[config.mk]
export PLATFORM = sky130hd
export DESIGN_NAME = vga_scanout
export DESIGN_NICKNAME = d
export VERILOG_FILES = /design/src/rtl/vga_scanout.sv
export SDC_FILE = /design/constraint.sdc
export NUM_CORES = 1
export LEC_CHECK = 0
export CAP_MARGIN = 20
export CORE_ASPECT_RATIO = 0.9
export CORE_MARGIN = 2
export CORE_UTILIZATION = 55
export DETAILED_ROUTE_END_ITERATION = 10
export PLACE_DENSITY_LB_ADDON = 0.08
export SKIP_CTS_REPAIR_TIMING = 1
export SYNTH_ARGS = -nofsm -noshare
export SYNTH_HDL_FRONTEND = slang
export SYNTH_SLANG_ARGS = --single-unit
[constraint.sdc]
create_clock -name i_Clock -period 20.7 [get_ports i_Clock]
set_input_delay 5.175 -clock i_Clock [delete_from_list [all_inputs] [get_ports i_Clock]]
set_output_delay 5.175 -clock i_Clock [all_outputs]
set_load 0.1 [all_outputs]
[src/rtl/vga_scanout.sv]
// vga_scanout: VGA timing generator that reads the framebuffer once per visible pixel,
// maps the pixel through a writable RGB444 palette and drives pins with aligned sync.
module vga_scanout #(
  parameter int CLOCKS_PER_PIXEL = 4,
  parameter int BITS_PER_PIXEL = 4,
  parameter int H_VISIBLE = 640,
  parameter int H_FRONT = 16,
  parameter int H_SYNC = 96,
  parameter int H_BACK = 48,
  parameter int V_VISIBLE = 480,
  parameter int V_FRONT = 10,
  parameter int V_SYNC = 2,
  parameter int V_BACK = 33
) (
  input  logic                      i_Clock,
  input  logic                      i_Reset,
  output logic [31:0]               o_Read_Addr,
  input  logic [BITS_PER_PIXEL-1:0] i_Read_Data,
  input  logic                      i_Palette_Write_Enable,
  input  logic [BITS_PER_PIXEL-1:0] i_Palette_Index,
  input  logic [11:0]               i_Palette_Data,
  output logic [3:0]                o_Red,
  output logic [3:0]                o_Green,
  output logic [3:0]                o_Blue,
  output logic                      o_HSync,
  output logic                      o_VSync,
  output logic                      o_Frame_Start
);
  localparam int H_TOTAL = H_VISIBLE + H_FRONT + H_SYNC + H_BACK;
  localparam int V_TOTAL = V_VISIBLE + V_FRONT + V_SYNC + V_BACK;
  localparam int HW = $clog2(H_TOTAL);
  localparam int VW = $clog2(V_TOTAL);
  localparam int DW = $clog2(CLOCKS_PER_PIXEL);
  localparam int PAL_N = 2 ** BITS_PER_PIXEL;
  logic [DW-1:0] div;
  logic [HW-1:0] h;
  logic [VW-1:0] v;
  logic [31:0] addr_cnt, addr_now;
  logic tick, origin, h_end, v_end, active, hs_n, vs_n;
  logic s1_active, s1_hs, s1_vs;
  logic [11:0] pal [PAL_N];
  always_comb begin
    tick = div == DW'(CLOCKS_PER_PIXEL - 1);
    origin = h == '0 && v == '0;
    h_end = int'(h) == H_TOTAL - 1;
    v_end = int'(v) == V_TOTAL - 1;
    active = int'(h) < H_VISIBLE && int'(v) < V_VISIBLE;
    hs_n = !(int'(h) >= H_VISIBLE + H_FRONT && int'(h) < H_VISIBLE + H_FRONT + H_SYNC);
    vs_n = !(int'(v) >= V_VISIBLE + V_FRONT && int'(v) < V_VISIBLE + V_FRONT + V_SYNC);
    // clearing at the frame origin makes the address equal V*H_VISIBLE+H without a multiplier
    addr_now = origin ? '0 : addr_cnt;
  end
  always_ff @(posedge i_Clock or posedge i_Reset)
    if (i_Reset) begin
      div <= '0;
      h <= '0;
      v <= '0;
      addr_cnt <= '0;
      o_Read_Addr <= '0;
      o_Frame_Start <= 1'b0;
      s1_active <= 1'b0;
      s1_hs <= 1'b1;
      s1_vs <= 1'b1;
      {o_Red, o_Green, o_Blue} <= '0;
      o_HSync <= 1'b1;
      o_VSync <= 1'b1;
    end else begin
      div <= tick ? '0 : div + 1'b1;
      o_Frame_Start <= tick && origin;
      if (tick) begin
        h <= h_end ? '0 : h + 1'b1;
        if (h_end) v <= v_end ? '0 : v + 1'b1;
        if (active) begin
          o_Read_Addr <= addr_now;
          addr_cnt <= addr_now + 32'd1;
        end
        s1_active <= active;
        s1_hs <= hs_n;
        s1_vs <= vs_n;
        {o_Red, o_Green, o_Blue} <= s1_active ? pal[i_Read_Data] : '0;
        o_HSync <= s1_hs;
        o_VSync <= s1_vs;
      end
    end
  // a write landing on a capture edge is seen from the following capture on
  always_ff @(posedge i_Clock or posedge i_Reset)
    if (i_Reset) begin
      for (int n = 0; n < PAL_N; n++) pal[n] <= {3{4'(n)}};
    end else if (i_Palette_Write_Enable) begin
      pal[i_Palette_Index] <= i_Palette_Data;
    end
endmodule

==> impl_metrics.ini <==
[status]
status = finished clean

[cells_and_area]
stdcell_area_sq_um = 15400
drive_gt1_share_pct = 40.3
areaGrowthSynthToFinish_pct = 14.6
utilization_pct = 64.0
final_nets = 1060
mostFrequentLayoutCells = dfrtp_1, mux2_2, dfstp_2
antenna_cells = 0
final_common_cell = dfrtp_1

[pwr]
power_density_nw_per_um2 = 99.4
power_frac_seq_pct = 48.9
switching_share_pct = 24.7
clkPwrFrac_pct = 35.5
internal-power_mw = 1.15
pwr-share-comb_pct = 15.6
p_sw_mw = 0.379
p_leak_nw = 6.41
ir_drop_mv = 0.0730
total_power_mw = 1.53

[sta]
maxSlewViolCount = 0
max_slew.worst_pin.slew_ns = 1.01
fmax_ghz = 0.135
rsz0062_at_grt = no
final.setup.tns_ns = 0
hold_violations = 0
fin_ws_ns = 13.30
relSlewSlack_pct = 32.6
fin_worst_skew_ns = 0.0134
min_period_over_period_pct = 35.7
layout_min_cycle_time_ns = 7.40
finalSetupViolations = 0

[place]
pre_cts_slack_ns = 12.57
post_dp_cell_area_sq_um = 14400
gp_congestion = 0.830
dpl.hpwl_mm = 17.7
portBuffers = 69

[yosys]
synth_top_area_share_pct = 36.4
synth_top_flop_cell = dfrtp_1
synth_edf_count = 0
ys_types = 53
yosysSeqAreaShare_pct = 55.9
synth_top_area_cell = dfrtp_1
yosysWarningCount = 0
synthArstFlopShare_pct = 100
syn_avg_cell_area_sq_um = 13.8
syn-num-nets = 1005
ys_top_cells_by_area = dfrtp_1, dfstp_2, mux2_2
synthCells = 976
synth.cell_area_sq_um = 13500
ys_ff_latch = 296

[routing]
post_drt_wl_per_cell_um = 21.1
drt_wl_total_mm = 28.8
via_per_inst = 6.02
dr.pass1.iters = 4
first_iter_violations = 634
vias = 8196
ant_nets = 0
drc_errors = 0

[die]
die_h_um = 152
die-width_um = 169
start_util_pct = 55.8
core_area_sq_um = 24100
dieArea_sq_um = 25800
io_pins = 70
rows = 54

[clock_tree]
clk_pin_slew_ns = 0.06
cts_root_buf = clkbuf_16
cts.sink_count = 296
cts_made_buffers = 30
cts_max_level = 1
clk_path_buf_depth = 3
clk_latency_ns = 0.55
cts_tree = done

[global_route]
overflow = 0
grt_max_degree = 85
grt_pass1_vias = 8327
antenna_found_initial = 0
grt_pass1_wl_mm = 47.1
grt_usage_pct = 23.1

[setup_path]
endpoint_kind = async pin
path_max_fanout = 84
required_ns = 21.25
startpoint_type = primary input
arrival_ns = 7.95
worstSetupPathType = in -> async

[min_path]
hp-class = reg -> reg

[job]
maxCapViolCount = 0
-- registers in the layout, indices dropped and copies added, names as in the netlist, 2 cells and up --
name and flops:
pal 192, addr_cnt 32, o_Read_Addr 32, h 10, v 10, o_Blue 4, o_Green 4, o_Red 4
div 2
-- per-layer routing --
metal / vias to the layer above / GRT usage (%) / routed length, um
li1: 3728 / - / -
met3: 32 / 2.96 / 1290
met2: 186 / 34.0 / 12900
met5: - / 0 / 0
met1: 4250 / 36.7 / 14100
met4: 0 / 5.46 / 531
-- power by group through the flow --
stage	Clock (mW)	Combinational [mW]	Sequential (mW)
after floorplan	0	0.151	0.786
after global placement	0	0.234	0.754
after detailed placement	0	0.241	0.758
after CTS	0.556	0.242	0.749
after global routing	0.581	0.256	0.761
final	0.545	0.239	0.750
-- through the flow --
stage / std cells / hold WS [ns]
after global placement: 1305 / 0.413
after global routing: 1362 / 0.457
final: 1362 / 0.421
after detailed placement: 1306 / 0.417
after CTS: 1361 / 0.425
after floorplan: 976 / 0.403
-- cell type report --
cell class	count	area, sq um
clock buffer	44	905
clock inverter	11	104
fill	1810	8690
inverter	11	48.8
multi-input combinational	604	5610
sequential	296	7530
tap	308	385
timing repair buffer	88	850
-- worst max-delay path, cell delays in order --
cell and delay (ns):
clkdlybuf4s50_1 0.49, inv_8 0.43, buf_4 0.84, buf_4 0.86
-- cell usage after synthesis, types with 11 or more instances --
cell / number
nand2_1: 48
and3_1: 16
mux4_2: 48
nand3_1: 26
buf_2: 11
a22oi_1: 24
a21oi_1: 21
nor2_1: 28
dfstp_2: 100
a21o_1: 16
dfrtp_1: 196
clkbuf_1: 45
o21ai_0: 12
nor3_1: 13
xor2_1: 17
a22o_1: 32
mux2_2: 195
nand4_1: 17
-- cells by family after synthesis --
| family | after synthesis | synth area share, % |
|---|---|---|
| flops | 296 | 55.9 |
| buf+inv | 76 | 2.50 |
| mux | 246 | 24.6 |
| compound gates | 122 | 6.54 |
| fa+ha+maj | 6 | 0.557 |
| xor+xnor | 27 | 1.76 |
| simple gates | 203 | 8.17 |
-- worst paths after layout --
kind,slack [ns],cells after the start,start,to
setup / recovery,13.30,4,i_Reset,pal[86]
hold / removal,0.42,1,div[0],div[0]
setup reg to reg,17.37,10,h[5],addr_cnt[18]
hold reg to reg,0.42,1,div[0],div[0]
max in group i_Clock,13.32,1,o_VSync,o_VSync
min in group asynchronous,5.09,2,i_Reset,pal[179]
Note: power is estimated with default switching activity, not from simulation.
